File: src/rtl/mul_datapath_if.sv
// mul_datapath_if
//   Bundles the operand bus, the controller strobes and the datapath status
//   outputs of mul_datapath. W is the operand width; product/result are 2W.
//   master : the controller side (drives data_in and the strobes).
//   slave  : the datapath side (drives eqz, product, result, result_valid, busy).
//
// Control semantics: there is no valid/ready pair. Every strobe is a level
// sampled on the rising clock edge and acts on that edge only; the datapath
// never back-pressures. eqz is a combinational status that the controller
// reads in the same cycle to decide whether to keep issuing ld_d/dec.
interface mul_datapath_if #(
  parameter int W = 16
);
  logic [W-1:0]   data_in;
  logic           ld_a;
  logic           ld_b;
  logic           ld_d;
  logic           clr_d;
  logic           dec;
  logic           done;
  logic           eqz;
  logic [2*W-1:0] product;
  logic [2*W-1:0] result;
  logic           result_valid;
  logic           busy;

  modport master (
    output data_in, ld_a, ld_b, ld_d, clr_d, dec, done,
    input  eqz, product, result, result_valid, busy
  );

  modport slave (
    input  data_in, ld_a, ld_b, ld_d, clr_d, dec, done,
    output eqz, product, result, result_valid, busy
  );
endinterface

File: src/rtl/mul_datapath.sv
// mul_datapath
//   Datapath of a repeated-addition multiplier. A holds the multiplicand,
//   B counts the remaining additions, P accumulates A once per ld_d cycle.
//   A rising edge on the controller's done level captures the final product
//   into result and pulses result_valid for one cycle.
// Ports:
//   clk_i  - rising-edge clock
//   rst_i  - asynchronous, active-high reset
//   bus    - mul_datapath_if slave modport (operand bus, strobes, status)
module mul_datapath #(
  parameter int W = 16
) (
  input  logic                clk_i,
  input  logic                rst_i,
  mul_datapath_if.slave       bus
);

  logic [W-1:0]   a_q, a_d;
  logic [W-1:0]   b_q, b_d;
  logic [2*W-1:0] p_q, p_d;
  logic [2*W-1:0] result_q, result_d;
  logic           result_valid_q, result_valid_d;
  logic           busy_q, busy_d;
  logic           done_q;

  logic           b_zero;
  logic           ld_d_eff;
  logic           done_rise;
  logic [2*W-1:0] p_plus_a;

  assign b_zero    = (b_q == '0);
  // A zero multiplier still gets one ld_d/dec cycle from the controller;
  // gating ld_d on B keeps that cycle from adding A into P.
  assign ld_d_eff  = bus.ld_d && !b_zero && !bus.clr_d;
  assign done_rise = bus.done && !done_q;
  assign p_plus_a  = p_q + {{W{1'b0}}, a_q};

  always_comb begin
    a_d            = a_q;
    b_d            = b_q;
    p_d            = p_q;
    result_d       = result_q;
    result_valid_d = 1'b0;
    busy_d         = bus.ld_d || bus.dec;

    if (bus.ld_a) begin
      a_d = bus.data_in;
    end

    // dec saturates at zero rather than wrapping to all-ones.
    if (bus.ld_b) begin
      b_d = bus.data_in;
    end else if (bus.dec && !b_zero) begin
      b_d = b_q - 1'b1;
    end

    if (bus.clr_d) begin
      p_d = '0;
    end else if (ld_d_eff) begin
      p_d = p_plus_a;
    end

    // Capture what P will hold after this edge, so a done raised together
    // with the last accumulate cycle still sees the final sum.
    if (done_rise) begin
      result_d       = ld_d_eff ? p_plus_a : p_q;
      result_valid_d = 1'b1;
    end
  end

  always_ff @(posedge clk_i or posedge rst_i) begin
    if (rst_i) begin
      a_q            <= '0;
      b_q            <= '0;
      p_q            <= '0;
      result_q       <= '0;
      result_valid_q <= 1'b0;
      busy_q         <= 1'b0;
      done_q         <= 1'b0;
    end else begin
      a_q            <= a_d;
      b_q            <= b_d;
      p_q            <= p_d;
      result_q       <= result_d;
      result_valid_q <= result_valid_d;
      busy_q         <= busy_d;
      done_q         <= bus.done;
    end
  end

  assign bus.eqz          = b_zero;
  assign bus.product      = p_q;
  assign bus.result       = result_q;
  assign bus.result_valid = result_valid_q;
  assign bus.busy         = busy_q;

endmodule

File: src/flat_wrapper.sv
// flat-port wrapper written by rule: the top's interface ports become plain ports
module mul_datapath_flat 
#(
  parameter int W = 16
)
  (clk_i, rst_i, bus_data_in, bus_ld_a, bus_ld_b, bus_ld_d, bus_clr_d, bus_dec, bus_done, bus_eqz, bus_product, bus_result, bus_result_valid, bus_busy);
  mul_datapath_if #(.W(W)) bus_i ();
  input  logic clk_i;
  input  logic rst_i;
  input wire logic [$bits(bus_i.data_in)-1:0] bus_data_in;
  input wire logic [$bits(bus_i.ld_a)-1:0] bus_ld_a;
  input wire logic [$bits(bus_i.ld_b)-1:0] bus_ld_b;
  input wire logic [$bits(bus_i.ld_d)-1:0] bus_ld_d;
  input wire logic [$bits(bus_i.clr_d)-1:0] bus_clr_d;
  input wire logic [$bits(bus_i.dec)-1:0] bus_dec;
  input wire logic [$bits(bus_i.done)-1:0] bus_done;
  output wire logic [$bits(bus_i.eqz)-1:0] bus_eqz;
  output wire logic [$bits(bus_i.product)-1:0] bus_product;
  output wire logic [$bits(bus_i.result)-1:0] bus_result;
  output wire logic [$bits(bus_i.result_valid)-1:0] bus_result_valid;
  output wire logic [$bits(bus_i.busy)-1:0] bus_busy;
  assign bus_i.data_in = bus_data_in;
  assign bus_i.ld_a = bus_ld_a;
  assign bus_i.ld_b = bus_ld_b;
  assign bus_i.ld_d = bus_ld_d;
  assign bus_i.clr_d = bus_clr_d;
  assign bus_i.dec = bus_dec;
  assign bus_i.done = bus_done;
  assign bus_eqz = bus_i.eqz;
  assign bus_product = bus_i.product;
  assign bus_result = bus_i.result;
  assign bus_result_valid = bus_i.result_valid;
  assign bus_busy = bus_i.busy;
  mul_datapath #(.W(W)) u_core (.clk_i(clk_i), .rst_i(rst_i), .bus(bus_i));
endmodule
File: config.mk
export PLATFORM = sky130hd
export DESIGN_NAME = mul_datapath_flat
export DESIGN_NICKNAME = d
export VERILOG_FILES = /design/src/rtl/mul_datapath_if.sv /design/src/rtl/mul_datapath.sv /design/src/flat_wrapper.sv
export SDC_FILE = /design/constraint.sdc
export NUM_CORES = 1
export LEC_CHECK = 0
export ABC_CLOCK_PERIOD_IN_PS = 3900
export CAP_MARGIN = 10
export CORE_UTILIZATION = 53
export CTS_CLUSTER_DIAMETER = 40
export DETAILED_ROUTE_END_ITERATION = 6
export PLACE_DENSITY = 0.8
export RECOVER_POWER = 50
export REMOVE_ABC_BUFFERS = 1
export SLEW_MARGIN = 15
export SYNTH_ARGS = -nofsm -noshare
export SYNTH_HDL_FRONTEND = slang
export SYNTH_SLANG_ARGS = --single-unit
export TNS_END_PERCENT = 100
File: constraint.sdc
create_clock -name clk_i -period 3.9 [get_ports clk_i]
set_input_delay 0.78 -clock clk_i [delete_from_list [all_inputs] [get_ports clk_i]]
set_output_delay 0.78 -clock clk_i [all_outputs]
set_load 0.01 [all_outputs]
==> results of run 1 <==
cells by family (layout without fill, tap and decap cells):
kind of cell	after synthesis	in the layout	share of synthesized area, %
flops	99	99	47.28
compound gates	142	142	17.69
mux	21	21	4.393
fa+ha+maj	18	18	4.441
xor+xnor	28	28	4.680
buf+inv	36	122	2.841
simple gates	199	199	18.67
worst paths after layout:
kind                                                        start                                end  slack (ps)
worst min-delay path            u_core.bus.result[15]$_DFFE_PP0P_  u_core.bus.result[15]$_DFFE_PP0P_         480
worst max register to register    u_core.bus.product[0]$_DFF_PP0_  u_core.bus.result[30]$_DFFE_PP0P_         850
max in group asynchronous                                   rst_i   u_core.bus.product[17]$_DFF_PP0_         860
worst max-delay path                   u_core.b_q[11]$_DFFE_PP0P_                            bus_eqz         740
worst min register to register  u_core.bus.result[15]$_DFFE_PP0P_  u_core.bus.result[15]$_DFFE_PP0P_         480
min in group asynchronous                                   rst_i   u_core.bus.result[4]$_DFFE_PP0P_        1630
Yosys cell counts, drive strengths merged, types with 7 or more instances:
| cell type | count | area share, % |
|---|---|---|
| a21o | 15 | 2.1 |
| a21oi | 43 | 4.5 |
| a31oi | 12 | 1.4 |
| and3 | 13 | 1.6 |
| buf | 7 | 0.76 |
| clkbuf | 19 | 1.4 |
| dfrtp | 99 | 47 |
| ha | 17 | 4.1 |
| inv | 10 | 0.72 |
| mux2 | 16 | 3.4 |
| nand2 | 67 | 4.8 |
| nand3 | 23 | 2.2 |
| nor2 | 40 | 2.9 |
| nor3 | 9 | 1.1 |
| nor4 | 9 | 1.4 |
| o21ai | 42 | 4.3 |
| or3 | 13 | 1.6 |
| or4 | 9 | 1.3 |
| xnor2 | 20 | 3.3 |
| xor2 | 8 | 1.3 |
layout by cell type (no fill, tap or decap), types with 3 or more instances in the layout:
cell             count
a211oi_1             4
a21o_1              15
a21oi_1             40
a311o_1              3
a31oi_1             12
and2_1               4
and3_1              13
buf_4                4
clkbuf_1             4
clkbuf_8             9
clkdlybuf4s50_1     73
dfrtp_1             99
dlygate4sd3_1       17
ha_1                17
inv_1                9
mux2_2              16
mux2i_1              5
nand2_1             66
nand3_1             23
nand4_1              6
nor2_1              40
nor3_1               7
nor4_1               8
o211ai_1             5
o21ai_0             26
o21ai_1             13
or3_1               13
or4_1                9
xnor2_1             20
xor2_1               8
layout make-up:
| type | count | area, µm² | area share [%] |
|---|---|---|---|
| well taps | 129 | 161.4 | 2.504 |
| inverters | 10 | 38.79 | 0.6018 |
| repair buffers | 96 | 939.7 | 14.58 |
| multi-input cells | 408 | 2618 | 40.61 |
| clock inverters | 4 | 75.07 | 1.165 |
| clock buffers | 12 | 135.1 | 2.097 |
| flip-flops and latches | 99 | 2477 | 38.44 |
registers in the layout, summed over array words and instances, names as in the netlist:
register                 flops
u_core.done_q                1
u_core.b_q                  16
u_core.bus.result           32
u_core.a_q                  16
u_core.bus.product          32
u_core.bus.result_valid      1
u_core.bus.busy              1
stage by stage:
| stage | cells | area, µm² | total power [µW] | hold WS (ps) | utilization (%) |
|---|---|---|---|---|---|
| floorplan | 517 | 5129 | 1597 | 484.8 | - |
| detailed placement | 742 | 6255 | 1881 | 466.0 | 66.43 |
| global route | 758 | 6445 | 2701 | 490.8 | 68.45 |
| CTS | 758 | 6465 | 2592 | 485.1 | 68.66 |
| finish | 758 | 6445 | 2576 | 475.6 | 68.45 |
| global placement | 742 | 6255 | 1854 | 459.3 | 66.43 |
tightest hold or removal path, delay by kind of cell, from the launching register on:
| family | cells | cell delay [ps] |
|---|---|---|
| DFF | 1 | 340 |
| and+or+nand+nor | 2 | 100 |
routing by layer:
layer  share of wire (%)  global-route usage (%)  wire [µm]  vias to the layer above
li1                    -                       -          -                     2129
met1                  43                   35.92       5547                     2244
met2                  50                   44.06       6437                      138
met3                 4.8                   3.865        626                       24
met4                 2.3                   11.04        302                        0
met5                   0                       0          0                        -
power by group:
group / total (µW) / switching [µW] / internal [µW]
combinational: 648 / 349 / 299
sequential: 1210 / 87.9 / 1120
clock: 716 / 354 / 363
==> results.cfg, run 1 <==
[clock_tree]
h-tree-depth = 3
post_cts_resized = 0
root_buffer = clkbuf_8
clkSinkCount = 99
cts_buffer_depth = 2
postCtsSetupRepairBufs = 0
ctsHoldBuffers = 0
clk_latency_ps = 370
cts_buffers = 9
path_clk_slew_ps = 90
cts_tree = built

[sta]
finalWorstSetupSlack_ps = 744.0
tightest_slew_ps = 2380
setup_violations = 0
slew_headroom_pct = -58.65
min_period_over_period_pct = 80.92
skew_ps = 10.20
rsz0062_at_grt = no
fin_crit_ps = 3156
hold_viol = 0
drv_slew = 100
fmax_ghz = 0.3169
setup-tns-final_ps = 0

[run_status]
failed_checks = max-capacitance violations, max-slew violations
status = complete, but fails checks

[setup_path]
crit_slowest_cell = clkdlybuf4s50_1
critPathLaunchType = flop
max_stage_delay_ps = 570
end_kind = primary output
arrival_ps = 2380
cp.depth = 4
path_delay_family = simple AND/OR/NAND/NOR gates
rr_worst_depth = 9
path_class = reg2out
crit_buf_inv = 1
required_ps = 3120
crit_chain = nor4_1 -> nand2_2 -> nor3b_1 -> clkdlybuf4s50_1
cp_max_fo = 8

[pwr]
cellPowerDensity_mw_per_mm2 = 399.7
cellLeakagePower_uw = 0.002798
ir_worst_vdd_mv = 0.2676

[grt]
grt_max_degree = 100
grt_pass1_wl_um = 21370
gr-total-overflow = 0
antenna_found_initial = 0
track_usage_pct = 26.82
grt_pass1_vias = 4422

[min_path]
hp-class = reg2reg
hold_path_depth = 2

[cells_and_area]
syn2layout_area_growth_pct = 22.99
fill_cells = 717
final_layout_size_suffix_gt1_share_pct = 7.949
nets = 666
n_antenna_cell = 0

[synthesis]
synth_cells = 543
synth_edf_count = 0
ys_seq_area_share_pct = 47.28
synth_ff_type = dfrtp_1
ys_types = 56
ys_ff_latch = 99
synth_warnings = 0
synthArstFlopShare_pct = 100.0
syn_area_mm2 = 0.005240
syn_area_per_cell_um2 = 9.650

[floorplan]
initial_core_util_pct = 55.65
die-area_mm2 = 0.01029
io_pins = 91
die_h_um = 101.4
fp.dieW_um = 101.4
core.rowCount = 35
coreArea_mm2 = 0.009415

[placed_design]
gp_congestion = 0.8697
pre_cts_ws_ps = 932.9
portBuffers = 90
place_hpwl_um = 9173

[routing]
wl_per_cell_um = 17.03
dr.pass1.iters = 5
drcViolationCount = 0
ant_nets = 0
drt_wl_total_um = 12910
num_vias = 4535
drt_iter0_markers = 227
drt-vias-per-instance = 5.983

[job]
cap_viol_max_count = 1
Power figures use the tool's default switching activity.
==> run 2, diff against run 1 <==
--- a/config.mk
+++ b/config.mk
@@ -5,12 +5,12 @@
 export SDC_FILE = /design/constraint.sdc
 export NUM_CORES = 1
 export LEC_CHECK = 0
-export ABC_CLOCK_PERIOD_IN_PS = 3900
+export ABC_CLOCK_PERIOD_IN_PS = 2900
 export CAP_MARGIN = 10
-export CORE_UTILIZATION = 53
+export CORE_UTILIZATION = 48
 export CTS_CLUSTER_DIAMETER = 40
 export DETAILED_ROUTE_END_ITERATION = 6
-export PLACE_DENSITY = 0.8
+export PLACE_DENSITY = 0.76
 export RECOVER_POWER = 50
 export REMOVE_ABC_BUFFERS = 1
 export SLEW_MARGIN = 15
==> constraint.sdc (replaced) <==
create_clock -name clk_i -period 2.9 [get_ports clk_i]
set_input_delay 0.58 -clock clk_i [delete_from_list [all_inputs] [get_ports clk_i]]
set_output_delay 0.58 -clock clk_i [all_outputs]
set_load 0.01 [all_outputs]
==> run 2 against run 1 <==
Effect of this change:
- the flow still finishes with violations (max-capacitance violations, max-slew violations)
- critical path depth up 5
- power up 32%
- worst setup slack worse by 650 ps
- die area is 10% higher
- sequential power grew 35%
- critical endpoint is now u_core.bus.result[14]$_DFFE_PP0P_
==> results.cfg, run 2 (synthesis results as in run 1) <==
[floorplan]
die-area_mm2 = 0.01134
die_h_um = 106.5
coreArea_mm2 = 0.01046
initial_core_util_pct = 50.08
core.rowCount = 37
fp.dieW_um = 106.5
io_pins = 91

[cells_and_area]
nets = 675
final_common_cell = dfrtp_1
fill_cells = 918
design_area_mm2 = 0.006573
layout_common_cells = dfrtp_1, clkdlybuf4s50_1, nand2_1, nor2_1, a21oi_1
syn2layout_area_growth_pct = 25.43
stdcell_count = 774
final_layout_size_suffix_gt1_share_pct = 10.19
n_antenna_cell = 0

[sta]
setup_violations = 0
skew_ps = 9.730
setup-tns-final_ps = 0
holdWs_ps = 480.3
min_period_over_period_pct = 96.72
fmax_ghz = 0.3565
finalWorstSetupSlack_ps = 95.22
drv_slew = 35
fin_crit_ps = 2805
hold_viol = 0
tightest_slew_ps = 1569
slew_headroom_pct = -5.142

[job]
cap_viol_max_count = 1

[setup_path]
cp_max_fo = 3
required_ps = 3150
critPathLaunchType = flop
rr_worst_depth = 9
crit_chain = ha_1 -> fa_1 -> a21o_1 -> a221oi_4 -> o21ai_4 -> a221o_1 -> a31oi_2 -> mux2i_1 -> a21oi_1
crit_buf_inv = 0
path_delay_family = compound AO/OA/AOI/OAI gates
end_kind = flop
crit_slowest_cell = fa_1
arrival_ps = 3060
r2r-end = u_core.bus.result[14]$_DFFE_PP0P_
path_class = reg2reg
max_stage_delay_ps = 420
ff2ff_setup_slack_ps = 100
rr_startpoint = u_core.bus.product[0]$_DFF_PP0_

[min_path]
hp-class = reg2reg
hold_start = u_core.bus.result[3]$_DFFE_PP0P_
hold_path_depth = 2
hold_end = u_core.bus.result[3]$_DFFE_PP0P_

[clock_tree]
ctsHoldBuffers = 0
h-tree-depth = 3
path_clk_slew_ps = 90
cts_buffer_depth = 2
cts_buffers = 9
postCtsSetupRepairBufs = 0
clk_latency_ps = 370
clkSinkCount = 99
post_cts_resized = 2
cts_tree = built
root_buffer = clkbuf_8

[routing]
drt_wl_total_um = 12820
dr.pass1.iters = 4
drt_iter0_markers = 182
drcViolationCount = 0
num_vias = 4399
ant_nets = 0
drt-vias-per-instance = 5.683
wl_per_cell_um = 16.57

[placed_design]
pre_cts_ws_ps = 127.7
place_area_mm2 = 0.006331
portBuffers = 90
place_hpwl_um = 9146
gp_congestion = 0.9003
dpl.cell_count = 758

[grt]
grt_pass1_vias = 4372
grt_max_degree = 47
gr-total-overflow = 0
track_usage_pct = 24.36
grt_pass1_wl_um = 21640
antenna_found_initial = 0

[pwr]
seqPwrFrac_pct = 47.9
power_frac_clock_pct = 25.7
cellLeakagePower_uw = 0.002875
internal_power_uw = 2346
power_frac_comb_pct = 26.5
p_sw_share_pct = 31.24
p_switching_uw = 1066
cellPowerDensity_mw_per_mm2 = 519.1
ir_worst_vdd_mv = 0.2362

[run_status]
failed_checks = max-capacitance violations, max-slew violations
status = complete, but fails checks
run 2: area by class of cell:
class,instances,area (µm²),area share (%)
multi-input cells,408,2681,40.80
flip-flops and latches,99,2477,37.69
repair buffers,105,1013,15.42
clock buffers,15,186.4,2.836
well taps,136,170.2,2.589
inverters,10,38.79,0.5901
clock inverters,1,5.005,0.07615
run 2: tightest hold or removal path: stages, from the launching register on:
cell	delay, ps
dfrtp_1	350
nand2_1	40
o21ai_0	60
run 2: worst max path at each step:
stage,start,end,cells past startpoint
finish,u_core.bus.product[0]$_DFF_PP0_,u_core.bus.result[14]$_DFFE_PP0P_,9
global route,u_core.bus.product[0]$_DFF_PP0_,u_core.bus.result[20]$_DFFE_PP0P_,9
CTS,u_core.b_q[10]$_DFFE_PP0P_,bus_eqz,4
detailed placement,u_core.bus.product[1]$_DFF_PP0_,u_core.bus.result[27]$_DFFE_PP0P_,8
global placement,u_core.bus.product[0]$_DFF_PP0_,u_core.bus.result[14]$_DFFE_PP0P_,9
floorplan,u_core.b_q[6]$_DFFE_PP0P_,u_core.bus.result[21]$_DFFE_PP0P_,7
run 2: through the flow:
step / util, % / power [µW]
floorplan: - / 2148
global placement: 60.51 / 2519
detailed placement: 60.51 / 2543
CTS: 62.49 / 3415
global route: 62.82 / 3591
finish: 62.82 / 3412
run 2: power by group through the flow:
stage | sequential, µW | clock [µW] | combinational (µW)
5_1_grt | 1650 | 942 | 995
3_5_place_dp | 1650 | 0 | 889
2_1_floorplan | 1670 | 0 | 482
3_3_place_gp | 1650 | 0 | 869
4_1_cts | 1630 | 886 | 897
6_report | 1630 | 876 | 903
run 2: metal layers:
layer,share of wire [%],up-vias,global-route usage [%]
met2,47,126,38.50
met4,2.3,0,10.37
met5,0,-,0
li1,-,2134,-
met3,4.5,18,3.188
met1,46,2121,33.73
==> run 3, diff against run 2 <==
--- a/config.mk
+++ b/config.mk
@@ -5,12 +5,11 @@
 export SDC_FILE = /design/constraint.sdc
 export NUM_CORES = 1
 export LEC_CHECK = 0
-export ABC_CLOCK_PERIOD_IN_PS = 2900
 export CAP_MARGIN = 10
 export CORE_UTILIZATION = 48
 export CTS_CLUSTER_DIAMETER = 40
 export DETAILED_ROUTE_END_ITERATION = 6
-export PLACE_DENSITY = 0.76
+export PLACE_DENSITY = 0.73
 export RECOVER_POWER = 50
 export REMOVE_ABC_BUFFERS = 1
 export SLEW_MARGIN = 15
==> run 3 against run 2 <==
Effect of this change:
- combinational power is 0.9% higher
- the run still ends with max-capacitance violations, max-slew violations left
- non-clock buffer count is 4 higher
- first-iteration DRC count is 4.4% higher
- critical path type unchanged
- largest cell class unchanged
- clock-buffer cell count is 3 lower
- core utilization is 0.20 points higher
- wire length is 0.60% higher
- worst setup slack better by 65 ps
- final cell count is 0.52% higher
- clock skew hardly changed
- sequential power hardly changed
- worst hold slack worse by 4.1 ps
==> results.cfg, run 3 (synthesis results as in run 1) <==
[sta]
setup_violations = 0
hold_viol = 0
tightest_slew_ps = 1592
fin_crit_ps = 2740
fmax_ghz = 0.3650
slew_headroom_pct = -6.742
drv_slew = 38
min_period_over_period_pct = 94.47
skew_ps = 9.836
rsz0062_at_grt = no
holdWs_ps = 476.2

[run_status]
failed_checks = max-capacitance violations, max-slew violations
status = complete, but fails checks

[cells_and_area]
nets = 679
final_common_cell = dfrtp_1
n_antenna_cell = 0
stdcell_count = 778
syn2layout_area_growth_pct = 25.84
layout_common_cells = dfrtp_1, clkdlybuf4s50_1, nand2_1, nor2_1, a21oi_1
final_layout_size_suffix_gt1_share_pct = 10.90
design_area_mm2 = 0.006594
fill_cells = 918

[clock_tree]
ctsHoldBuffers = 0
clk_latency_ps = 380
path_clk_slew_ps = 90
cts_buffers = 9
cts_tree = built
root_buffer = clkbuf_8
cts_buffer_depth = 2
h-tree-depth = 3
clkSinkCount = 99

[pwr]
p_switching_uw = 1069
internal_power_uw = 2369
cellLeakagePower_uw = 0.002894
ir_worst_vdd_mv = 0.2685
power_frac_comb_pct = 26.5
p_sw_share_pct = 31.11
cellPowerDensity_mw_per_mm2 = 521.4
power_frac_clock_pct = 26.0
seqPwrFrac_pct = 47.5

[placed_design]
portBuffers = 90
place_hpwl_um = 9480
gp_congestion = 0.9121
place_area_mm2 = 0.006354
dpl.cell_count = 761

[setup_path]
arrival_ps = 3010
rr_worst_depth = 8
path_class = reg2reg
critPathLaunchType = flop
end_kind = flop
startpoint = u_core.bus.product[1]$_DFF_PP0_
rr_startpoint = u_core.bus.product[1]$_DFF_PP0_
required_ps = 3170
cp_max_fo = 11

[routing]
wl_per_cell_um = 16.58
drcViolationCount = 0
ant_nets = 0
drt_wl_total_um = 12900
dr.pass1.iters = 5
drt_iter0_markers = 190
num_vias = 4446
drt-vias-per-instance = 5.715

[floorplan]
io_pins = 91
initial_core_util_pct = 50.08
fp.dieW_um = 106.5
die_h_um = 106.5
die-area_mm2 = 0.01134
core.rowCount = 37
coreArea_mm2 = 0.01046

[min_path]
hp-class = reg2reg
hold_path_depth = 2
hold_start = u_core.bus.result[4]$_DFFE_PP0P_

[grt]
grt_pass1_wl_um = 21180
grt_pass1_vias = 4286
track_usage_pct = 23.96
antenna_found_initial = 0
grt_max_degree = 45
gr-total-overflow = 0

[job]
cap_viol_max_count = 1
-- run 3: changes by cell type in the layout (fill, tap and decap cells not counted), sizes merged --
cell	delta
clkbuf	-2
inv	+1
clkinv	+1
bufinv	+1
buf	+3
-- run 3: area by class of cell --
class | instances | area (µm²) | area share, %
clock buffers | 12 | 145.1 | 2.201
clock inverters | 4 | 48.80 | 0.7400
inverters | 10 | 38.79 | 0.5882
multi-input cells | 408 | 2673 | 40.53
flip-flops and latches | 99 | 2479 | 37.59
well taps | 136 | 170.2 | 2.581
repair buffers | 109 | 1040 | 15.77
-- run 3: power groups by stage --
stage	clock (µW)	combinational, µW	sequential [µW]
finish	893	911	1630
global route	970	999	1650
CTS	918	902	1630
detailed placement	0	895	1650
global placement	0	876	1650
floorplan	0	482	1670
-- run 3: what timing repair did --
action,CTS,global route
buffers inserted,0,1
setup endpoints to repair,1,30
resized for setup,1,9
pin swaps,0,2
-- run 3: worst paths after layout --
| kind | slack, ps | endpoint |
|---|---|---|
| max | 160 | u_core.bus.result[21]$_DFFE_PP0P_ |
| max reg2reg | 160 | u_core.bus.result[21]$_DFFE_PP0P_ |
| max in group asynchronous | 550 | u_core.bus.product[13]$_DFF_PP0_ |
| min reg2reg | 480 | u_core.bus.result[4]$_DFFE_PP0P_ |
| min | 480 | u_core.bus.result[4]$_DFFE_PP0P_ |
| min in group asynchronous | 1030 | u_core.bus.product[30]$_DFF_PP0_ |
-- run 3: per-layer routing --
metal	vias to the layer above	wire length, µm	track usage [%]	part of all wire, %
met4	0	286	9.100	2.2
li1	2155	-	-	-
met1	2149	5914	32.33	46
met2	122	6105	38.68	47
met3	20	593	4.047	4.6
met5	-	0	0	0
-- run 3: worst max-delay path: stages, from the launching register on --
cell and delay (ps):
dfrtp_1 460, ha_1 330, a21o_1 160, a21oi_1 310, o31ai_2 160, a32o_1 320
a21oi_2 450, nor4_1 110, a311o_1 330
-- run 3: metrics by stage --
step | total power [µW] | setup TNS [ps] | util [%] | setup slack (ps)
floorplan | 2148 | -27980 | - | -311.5
global placement | 2524 | 0 | 60.73 | 173.5
detailed placement | 2549 | 0 | 60.73 | 94.46
CTS | 3449 | 0 | 62.64 | 56.31
global route | 3622 | 0 | 63.02 | 13.45
finish | 3438 | 0 | 63.02 | 160.4
